===== src/rtl/mem_port_pkg.sv =====
// ============================================================================
//  Module      : rv32i_types (package)
//  Description : Shared RV32I memory-access types: access size and
//                memory-port controller state encoding.
//  Revision    : 1.0 - initial release
// ============================================================================
`default_nettype none

package rv32i_types;

    typedef enum logic [1:0] {
        MEM_BYTE    = 2'b00,
        MEM_HALF    = 2'b01,
        MEM_WORD    = 2'b10,
        MEM_ILLEGAL = 2'b11
    } mem_size_t;

    typedef enum logic [2:0] {
        MP_IDLE = 3'd0,
        MP_REQ  = 3'd1,
        MP_WAIT = 3'd2,
        MP_DONE = 3'd3,
        MP_ERR  = 3'd4
    } memport_state_t;

    localparam logic [3:0] C_BE_NONE = 4'b0000;
    localparam logic [3:0] C_BE_ALL  = 4'b1111;

endpackage

`default_nettype wire


===== src/rtl/mem_port_byte_en_gen.sv =====
// ============================================================================
//  Module      : byte_en_gen
//  Description : Lane mask and alignment check for an access of a given size
//                at a given byte offset within a word.
//  Revision    : 1.0 - initial release
// ============================================================================
`default_nettype none

module byte_en_gen
    import rv32i_types::*;
(
    input  mem_size_t   i_size,
    input  logic [1:0]  i_addr,
    output logic [3:0]  o_be,
    output logic        o_misaligned
);

    always_comb begin
        o_be         = C_BE_NONE;
        o_misaligned = 1'b0;
        case (i_size)
            MEM_BYTE: begin
                o_be = 4'b0001 << i_addr;
            end
            MEM_HALF: begin
                o_be         = i_addr[1] ? 4'b1100 : 4'b0011;
                o_misaligned = i_addr[0];
            end
            MEM_WORD: begin
                o_be         = C_BE_ALL;
                o_misaligned = |i_addr;
            end
            // An illegal size is reported through the same error path.
            default: begin
                o_be         = C_BE_NONE;
                o_misaligned = 1'b1;
            end
        endcase
    end

endmodule

`default_nettype wire


===== src/rtl/mem_port.sv =====
// ============================================================================
//  Module      : mem_port
//  Description : Memory-port controller between the RV32I multicycle core and
//                a valid/ready memory bus, with alignment and timeout errors.
//  Revision    : 1.0 - initial release
// ============================================================================
`default_nettype none

module mem_port
    import rv32i_types::*;
#(
    parameter int TIMEOUT = 255
) (
    input  logic        clk,
    input  logic        rst,
    input  logic        mem_read,
    input  logic        mem_write,
    input  logic [1:0]  mem_size,
    input  logic [31:0] mem_addr_unaligned,
    input  logic [31:0] mem_wdata,
    output logic [3:0]  mem_byte_enable,
    output logic        mem_resp,
    output logic [31:0] mem_rdata,
    output logic        mem_err,
    output logic        bus_req_valid,
    input  logic        bus_req_ready,
    output logic        bus_we,
    output logic [31:0] bus_addr,
    output logic [31:0] bus_wdata,
    output logic [3:0]  bus_be,
    input  logic        bus_rsp_valid,
    input  logic [31:0] bus_rsp_rdata
);

    localparam int              CNT_W   = (TIMEOUT < 1) ? 1 : $clog2(TIMEOUT + 1);
    localparam logic [CNT_W-1:0] CNT_MAX = CNT_W'(TIMEOUT);

    memport_state_t     state_q, state_d;
    logic [CNT_W-1:0]   cnt_q, cnt_d;
    logic               bus_req_valid_q, bus_req_valid_d;
    logic               bus_we_q, bus_we_d;
    logic [31:0]        bus_addr_q, bus_addr_d;
    logic [31:0]        bus_wdata_q, bus_wdata_d;
    logic [3:0]         bus_be_q, bus_be_d;
    logic               mem_resp_q, mem_resp_d;
    logic               mem_err_q, mem_err_d;
    logic [31:0]        mem_rdata_q, mem_rdata_d;

    logic [3:0]         w_be;
    logic               w_misaligned;

    byte_en_gen u_byte_en_gen (
        .i_size       (mem_size_t'(mem_size)),
        .i_addr       (mem_addr_unaligned[1:0]),
        .o_be         (w_be),
        .o_misaligned (w_misaligned)
    );

    always_comb begin
        state_d         = state_q;
        cnt_d           = cnt_q;
        bus_req_valid_d = 1'b0;
        bus_we_d        = bus_we_q;
        bus_addr_d      = bus_addr_q;
        bus_wdata_d     = bus_wdata_q;
        bus_be_d        = bus_be_q;
        mem_resp_d      = 1'b0;
        mem_err_d       = 1'b0;
        mem_rdata_d     = mem_rdata_q;

        case (state_q)
            MP_IDLE: begin
                if (mem_read || mem_write) begin
                    bus_we_d    = mem_write;
                    bus_addr_d  = {mem_addr_unaligned[31:2], 2'b00};
                    bus_wdata_d = mem_wdata;
                    bus_be_d    = w_be;
                    if (w_misaligned || (mem_read && mem_write)) begin
                        state_d    = MP_ERR;
                        mem_resp_d = 1'b1;
                        mem_err_d  = 1'b1;
                    end else begin
                        state_d         = MP_REQ;
                        bus_req_valid_d = 1'b1;
                    end
                end
            end
            MP_REQ: begin
                if (bus_req_ready) begin
                    state_d = MP_WAIT;
                    cnt_d   = '0;
                end else begin
                    bus_req_valid_d = 1'b1;
                end
            end
            MP_WAIT: begin
                // A response arriving on the last counted cycle still wins.
                if (bus_rsp_valid) begin
                    state_d    = MP_DONE;
                    mem_resp_d = 1'b1;
                    if (!bus_we_q) begin
                        mem_rdata_d = bus_rsp_rdata;
                    end
                end else if (cnt_q == CNT_MAX) begin
                    state_d    = MP_DONE;
                    mem_resp_d = 1'b1;
                    mem_err_d  = 1'b1;
                end else begin
                    cnt_d = cnt_q + CNT_W'(1);
                end
            end
            MP_DONE: state_d = MP_IDLE;
            MP_ERR:  state_d = MP_IDLE;
            default: state_d = MP_IDLE;
        endcase
    end

    always_ff @(posedge clk or negedge rst) begin
        if (!rst) begin
            state_q         <= MP_IDLE;
            cnt_q           <= '0;
            bus_req_valid_q <= 1'b0;
            bus_we_q        <= 1'b0;
            bus_addr_q      <= '0;
            bus_wdata_q     <= '0;
            bus_be_q        <= '0;
            mem_resp_q      <= 1'b0;
            mem_err_q       <= 1'b0;
            mem_rdata_q     <= '0;
        end else begin
            state_q         <= state_d;
            cnt_q           <= cnt_d;
            bus_req_valid_q <= bus_req_valid_d;
            bus_we_q        <= bus_we_d;
            bus_addr_q      <= bus_addr_d;
            bus_wdata_q     <= bus_wdata_d;
            bus_be_q        <= bus_be_d;
            mem_resp_q      <= mem_resp_d;
            mem_err_q       <= mem_err_d;
            mem_rdata_q     <= mem_rdata_d;
        end
    end

    assign mem_byte_enable = w_be;
    assign mem_resp        = mem_resp_q;
    assign mem_err         = mem_err_q;
    assign mem_rdata       = mem_rdata_q;
    assign bus_req_valid   = bus_req_valid_q;
    assign bus_we          = bus_we_q;
    assign bus_addr        = bus_addr_q;
    assign bus_wdata       = bus_wdata_q;
    assign bus_be          = bus_be_q;

endmodule

`default_nettype wire


===== config.mk =====
export PLATFORM = sky130hd
export DESIGN_NAME = mem_port
export DESIGN_NICKNAME = d
export VERILOG_FILES = /design/src/rtl/mem_port_pkg.sv /design/src/rtl/mem_port_byte_en_gen.sv /design/src/rtl/mem_port.sv
export SDC_FILE = /design/constraint.sdc
export NUM_CORES = 1
export LEC_CHECK = 0
export CAP_MARGIN = 20
export CELL_PAD_IN_SITES_DETAIL_PLACEMENT = 0
export CELL_PAD_IN_SITES_GLOBAL_PLACEMENT = 1
export CORE_UTILIZATION = 41
export CTS_BUF_LIST = sky130_fd_sc_hd__clkbuf_16
export DETAILED_ROUTE_END_ITERATION = 16
export DONT_BUFFER_PORTS = 1
export PLACE_DENSITY = 0.79
export SKIP_CTS_REPAIR_TIMING = 1
export SYNTH_ARGS = -nofsm -noshare
export SYNTH_HDL_FRONTEND = slang
export SYNTH_SLANG_ARGS = --single-unit

===== constraint.sdc =====
create_clock -name clk -period 1.9 [get_ports clk]
set_input_delay 0.285 -clock clk [delete_from_list [all_inputs] [get_ports clk]]
set_output_delay 0.285 -clock clk [all_outputs]
set_load 0.01 [all_outputs]

-- Word level (Yosys, flattened, before mapping)
Index checks and enable logic that the tools add are counted.
- bitwise logic cells: 1
- reductions and logical operators: 11
- $lt $le $gt $ge: 0
- eq/ne operators: 10
- divide/modulo/power cells: 0
- $add $sub $neg: 1
- multiply operators: 0
- shift-type cells: 1
- multiplexer cells: 24
- operators by type and width (operator ; count):
    8-bit 2-to-1 mux ; 3
    8-bit one-hot mux with 2 select lines ; 1
    3-bit 2-to-1 mux ; 5
    4-bit one-hot mux with 3 select lines ; 1
    3-bit one-hot mux with 3 select lines ; 1
    8-bit by 1-bit adder with 8-bit output, second input constant ; 1
    8-bit equality test, second input constant ; 1
    1-bit 2-to-1 mux ; 8
    2-bit != test, second input constant ; 4
    1-bit one-hot mux with 2 select lines ; 3
    3-bit AND reduction ; 2
    4-bit 2-to-1 mux ; 1
    4-bit AND reduction ; 1
    1-bit by 2-bit << shifter with 4-bit output, first input constant ; 1
    3-bit by 1-bit equality test with 1-bit output, second input constant ; 1
    3-bit by 2-bit equality test with 1-bit output, second input constant ; 1
    3-bit zero test ; 1
    3-bit != test, second input constant ; 1
    1-bit one-hot mux with 3 select lines ; 1
    2-bit by 1-bit equality test with 1-bit output, second input constant ; 1
    2-bit equality test, second input constant ; 1
    2-bit zero test ; 1
    1-bit logical OR ; 2
    2-bit AND reduction ; 1
    4 further kinds ; 4
- latch bits: 0
- ROM bits: 0
- output and inout port bits: 108
- register bits: 113
- RAM bits: 0
- input port bits: 104
- memories: 0
- word-level logic and storage cells: 58

-- Logic depth before layout (Yosys ltp)
Gate-level depths: netlist of the first run.
- depth after elaboration: 6
- gate-level depth with buffers: 6
- gate-level depth less buffers: 5

-- Modules after synthesis
From an unflattened synthesis of the first run, not the netlist that was laid out.
- cells, all modules: 437
- area, all modules: 4496.8 µm²
- modules (own cells, without submodules) (module ; cells each ; times used ; area each (µm²) ; seq. area each (µm²)):
    mem_port ; 426 ; 1 ; 4423.0 ; 2827.7
    byte_en_gen ; 11 ; 1 ; 73.8 ; 0.0

-- Least setup slack after synthesis of the first run
OpenSTA, ideal clock, no wires.
- path type: reg2reg
- start: reg state_q[0]
- end: reg cnt_q[2]
- slack: 0.077 ns
- stages on the path, launching flop included: 6
- data required time: 1.774 ns
- path buffers: 1
- arrival: 1.697 ns
- period minus slack after synthesis: 1.823 ns
- setup time: 0.126 ns
- path through: dfrtp_1 or4b_1 buf_2 o21bai_4 and2_4 a221o_1
- word-level cells in the longest chain between the ends: 3
- elaborated cells between the ends (all ways): 8
- those cells by class: eq/ne (5); mux (1); reduce/logical (2)
- RTL lines (element ; line ; text):
    from (decl) ; mem_port.sv:38 ; memport_state_t state_q, state_d;
    from (signal assigned) ; mem_port.sv:131 ; state_q <= state_d;
    3-bit by 2-bit equality test with 1-bit output / 3-bit by 1-bit equality test with 1-bit output (equally long branches) ; mem_port.sv:71 ; case (state_q)
    2-bit != test (no line) / 2-bit nonzero test (equally long branches) ; - ;
    4-bit AND reduction (no line) ; - ;
    to (signal assigned) ; mem_port.sv:132 ; cnt_q <= cnt_d;
    to (decl) ; mem_port.sv:39 ; logic [CNT_W-1:0] cnt_q, cnt_d;
Several ways; a longest one is shown, not always the timed one.
A chain may end at the register's enable or synchronous reset.

-- Worst setup path in the final report of the first run
Ends and elaborated chain as after synthesis.

==> impl_metrics.yaml, run 1 <==
outcome:
  status: "finished, violations left"
  violations: "negative hold slack"
cts:
  htree_num_levels: 4
  clkTransAtPathRegs_ns: 0.05
  clock_path_buffers: 2
  cts_buffers: 17
  clock-sinks: 113
  clockRootBuffer: "clkbuf_16"
  insertion_delay_ns: 0.40
  cts_tree: "built"
synth:
  synth_top_flop_cell: "dfrtp_1"
  syn_inst: 433
  synth_area_um2: 4470
  synth_top_area_share_pct: 63.2
  async_flop_share_pct: 100
  synth_area_per_cell_um2: 10.3
  yosysWarnings: 0
  synth_cell_types: 40
  synth-edff-count: 0
  yosys_register_bits: 113
  ys_top_cells_by_area: "dfrtp_1 63%, nand2_1 17%, mux2_2 8.3%"
  synth_area_leader_cell: "dfrtp_1"
  yosysSeqAreaShare_pct: 63.2
finish:
  layout-drive-gt1-share_pct: 15.2
  num_antenna_cells: 0
  fin_nets: 593
  area_growth_pct: 27.2
  finalCoreUtilization_pct: 54.4
  final_common_cell: "nand2_1"
  final_cell_mix: "199 x nand2_1, 113 x dfrtp_1, 46 x dlygate4sd3_1, 33 x mux2_2, 17 x clkbuf_16"
  fin_cells: 637
detailed_routing:
  drc: 0
  routed_wl_mm: 10.5
  route.vias.total: 3180
  first_pass_iters: 6
  postRouteAntennaNets: 0
  via_per_inst: 4.99
  wire_per_inst_um: 16.4
  drt_iter0_markers: 194
placement:
  io_buffers: 0
  dpl_worst_slack_ns: 0.158
  place.gp.congestion: 0.803
  dp_cells: 559
  dp_hpwl_mm: 7.03
grt:
  antenna_found_initial: 0
  grt_use_total_pct: 18.0
  grt_pass1_vias: 3135
  grt_overflow: 0
  grt_max_degree: 114
  grt_first_pass_wirelength_mm: 15.3
power_and_ir_drop:
  powerDensity_nw_per_um2: 1830
  leakage_nw: 2.80
  peakVddDrop_mv: 0.722
die:
  design.core.area_um2: 10500
  fp.dieW_um: 106
  boundaryPins: 212
  die_area_um2: 11300
  num_rows: 37
  die_y_um: 106
  initial_core_util_pct: 42.8
worst_setup_path:
  required_ns: 2.18
  cp.arrival_ns: 2.03
  path_max_fanout: 6
  critical_path_class: "reg2reg"
  startpoint_type: "flip-flop"
  end_kind: "flip-flop"
timing:
  setup_viol: 0
  drv_slew: 0
  worst_clock_skew_ns: 0.00772
  finalHoldViolCount: 117
  fin_hold_ws_ns: -0.420
  fin_ws_ns: 0.152
  rsz0062_at_grt: "no"
  fin_crit_ns: 1.75
  max_freq_mhz: 572
  tns_ns: 0
  finalCritPeriodShare_pct: 92.0
worst_hold_path:
  hold_class: "in2async"
job:
  max_cap_violations: 0
through the flow:
step	instance area [um2]	total power, mW
after global routing	5690	11.1
after global placement	4660	7.15
after floorplan	4480	6.45
after detailed placement	4660	7.32
after CTS	5230	10.4
final	5690	10.4
state kept, by name (all words and copies together), names as in the netlist:
register       count
bus_addr          30
bus_we             1
state_q            3
bus_be             4
cnt_q              8
mem_resp           1
mem_rdata         32
mem_err            1
bus_wdata         32
bus_req_valid      1
power by group:
part	switching [mW]	internal, mW
Sequential	1.35	3.56
Clock	1.05	2.02
Combinational	1.37	1.06
Total	3.76	6.63
cell type report:
cell class | instances | area, um2
Fill cell | 915 | 4770
Sequential cell | 113 | 2830
Multi-Input combinational cell | 296 | 1560
Timing Repair Buffer | 56 | 548
Clock buffer | 17 | 425
Tap cell | 136 | 170
Clock inverter | 15 | 151
Inverter | 4 | 15.0
critical path, stage by stage (launching register included):
cell      delay (ns)
dfrtp_1         0.37
or4b_1          0.55
o21bai_4        0.21
and2_4          0.16
a221o_1         0.34
logic make-up after synthesis:
logic type,share of synthesized area [%]
simple gates,20.3
flops,63.2
mux,9.26
compound gates,4.45
buf+inv,2.40
fa+ha+maj,0.280
other cells,0.0838
worst paths after layout:
kind | from | to | slack, ns | cells past startpoint
min in group clk | mem_addr_unaligned[6] | bus_addr[6]$_DFFE_PN0P_ | 0 | 2
max in group asynchronous | rst | mem_rdata[4]$_DFFE_PN0P_ | 2.10 | 0
max reg2reg | state_q[0]$_DFFE_PN0P_ | cnt_q[2]$_DFFE_PN0P_ | 0.15 | 4
max | state_q[0]$_DFFE_PN0P_ | cnt_q[2]$_DFFE_PN0P_ | 0.15 | 4
min reg2reg | cnt_q[4]$_DFFE_PN0P_ | cnt_q[4]$_DFFE_PN0P_ | 0.51 | 1
min | rst | bus_addr[2]$_DFFE_PN0P_ | -0.42 | 0
cells in the mapped netlist, types with 2 or more instances:
cell type,count
buf_4,2
inv_1,4
nand4_1,2
nor2_1,5
dfrtp_1,113
nand3b_1,2
clkbuf_1,9
buf_1,5
nor3_1,3
mux2_1,2
mux2i_1,2
a21oi_1,6
buf_2,5
nand2b_1,3
o21ai_0,8
nor2b_1,2
nand2_1,199
mux2_2,33
nand3_1,5
a31oi_1,3
metal layers:
| layer | vias to the layer above | wire length [um] | global-route usage, % |
|---|---|---|---|
| met2 | 176 | 5170 | 29.6 |
| met4 | 0 | 138 | 8.02 |
| met5 | - | 0 | 0 |
| met3 | 11 | 1040 | 8.34 |
| li1 | 1501 | - | - |
| met1 | 1492 | 4110 | 19.8 |
(Power assumes the default switching activity.)
==> run 2: changes to the inputs <==
- CELL_PAD_IN_SITES_DETAIL_PLACEMENT: 0 -> not set
- CELL_PAD_IN_SITES_GLOBAL_PLACEMENT: 1 -> not set
- CORE_UTILIZATION: 41 -> 56
==> run 2 against run 1 <==
The run still ends with negative hold slack left. Non-clock buffer count down 25. Critical path depth unchanged. Global-route usage up 6.3 points. Clock skew up 0.0042 ns. Final cell count down 9.3%. Largest power group unchanged.
==> impl_metrics.yaml, run 2 (synthesis gave the netlist of run 1 again) <==
worst_setup_path:
  reg2regPathDepth: 4
  required_ns: 2.17
  critPathSlowestCell: "or4b_1"
  cp_cell_sequence: "or4b_1 > o21bai_4 > and2_4 > a221o_1"
  cp.arrival_ns: 2.03
  r2r_start: "state_q[0]$_DFFE_PN0P_"
  cp-startpoint: "state_q[0]$_DFFE_PN0P_"
  regToRegSetupSlack_ns: 0.15
  r2r-end: "cnt_q[2]$_DFFE_PN0P_"
  end_kind: "flip-flop"
  path_max_fanout: 6
  startpoint_type: "flip-flop"
  critical_path_class: "reg2reg"
  endpoint: "cnt_q[2]$_DFFE_PN0P_"
  cpPeakStageDelay_ns: 0.55
cts:
  cts_tree: "built"
  htree_num_levels: 4
  clkTransAtPathRegs_ns: 0.06
  clockRootBuffer: "clkbuf_16"
  cts_buffers: 17
  insertion_delay_ns: 0.39
  clock-sinks: 113
  clock_path_buffers: 2
worst_hold_path:
  hold_class: "in2async"
detailed_routing:
  first_pass_iters: 4
  drc: 0
  wire_per_inst_um: 17.7
  routed_wl_mm: 10.3
  drt_iter0_markers: 181
  route.vias.total: 3167
  postRouteAntennaNets: 0
  via_per_inst: 5.48
finish:
  num_antenna_cells: 0
  area_growth_pct: 21.7
  final_common_cell: "nand2_1"
  fillerInstances: 544
  fin_nets: 568
  final_cell_mix: "199 x nand2_1, 113 x dfrtp_1, 33 x mux2_2, 22 x dlygate4sd3_1, 17 x clkbuf_16"
  layout-drive-gt1-share_pct: 16.6
power_and_ir_drop:
  powerDensity_nw_per_um2: 1940
  leakage_nw: 2.71
  peakVddDrop_mv: 0.953
timing:
  max_freq_mhz: 570
  finalCritPeriodShare_pct: 92.3
  finalHoldViolCount: 113
  setup_viol: 0
  tns_ns: 0
  drv_slew: 0
  fin_crit_ns: 1.75
  fin_hold_ws_ns: -0.414
  rsz0062_at_grt: "no"
  worst_clock_skew_ns: 0.0119
grt:
  grt_use_total_pct: 24.2
  grt_max_degree: 114
  grt_first_pass_wirelength_mm: 15.6
  grt_pass1_vias: 3129
  grt_overflow: 0
  antenna_found_initial: 0
outcome:
  violations: "negative hold slack"
  status: "finished, violations left"
placement:
  io_buffers: 0
  place.gp.congestion: 0.848
  dp_hpwl_mm: 6.91
die:
  fp.dieW_um: 91.4
  die_y_um: 91.4
  initial_core_util_pct: 57.9
  num_rows: 32
  die_area_um2: 8350
  boundaryPins: 212
  design.core.area_um2: 7730
job:
  max_cap_violations: 0
-- run 2: area by class of cell --
cell class	instances	area (um2)	share of cell area [%]
Sequential cell	113	2830	51.9
Inverter	4	15.0	0.276
Timing Repair Buffer	31	313	5.74
Clock inverter	15	181	3.33
Multi-Input combinational cell	296	1560	28.6
Tap cell	102	128	2.34
Clock buffer	17	425	7.81
-- run 2: power by group --
group          switching, mW  total, mW  internal (mW)
Combinational           1.39       2.44           1.04
Clock                   1.13       3.21           2.08
Sequential              1.36       4.91           3.55
-- run 2: worst min-delay path by stage --
| stage | start | end | slack (ns) | cells past startpoint |
|---|---|---|---|---|
| 6_report | rst | bus_addr[2]$_DFFE_PN0P_ | -0.41 | 0 |
| 2_1_floorplan | rst | bus_addr[10]$_DFFE_PN0P_ | -0.01 | 0 |
| 3_3_place_gp | rst | bus_addr[2]$_DFFE_PN0P_ | -0.009 | 0 |
| 5_1_grt | rst | bus_addr[10]$_DFFE_PN0P_ | -0.44 | 0 |
| 4_1_cts | rst | bus_addr[2]$_DFFE_PN0P_ | -0.43 | 0 |
| 3_5_place_dp | rst | bus_addr[2]$_DFFE_PN0P_ | -0.009 | 0 |
-- run 2: through the flow --
stage / cell area (um2) / util (%) / std cells / power, mW / setup WS [ns]
6_report: 5450 / 70.5 / 578 / 10.6 / 0.147
5_1_grt: 5450 / 70.5 / 578 / 11.2 / 0.0813
4_1_cts: 5230 / 67.6 / 556 / 10.6 / 0.158
3_5_place_dp: 4620 / 59.8 / 524 / 7.34 / 0.153
3_3_place_gp: 4620 / 59.8 / 524 / 7.11 / 0.201
2_1_floorplan: 4480 / - / 434 / 6.45 / 0.0773
-- run 2: routing by layer --
layer / track usage, % / routed length (um)
met3: 8.29 / 871
met5: 0 / 0
met4: 9.39 / 145
met2: 40.5 / 5370
met1: 28.8 / 3860
-- run 2: worst max-delay path, delay by kind of cell (launching register included) --
kind               cells  cell delay [ns]
and+or+nand+nor        2             0.71
AOI/OAI and AO/OA      2             0.55
DFF                    1             0.38
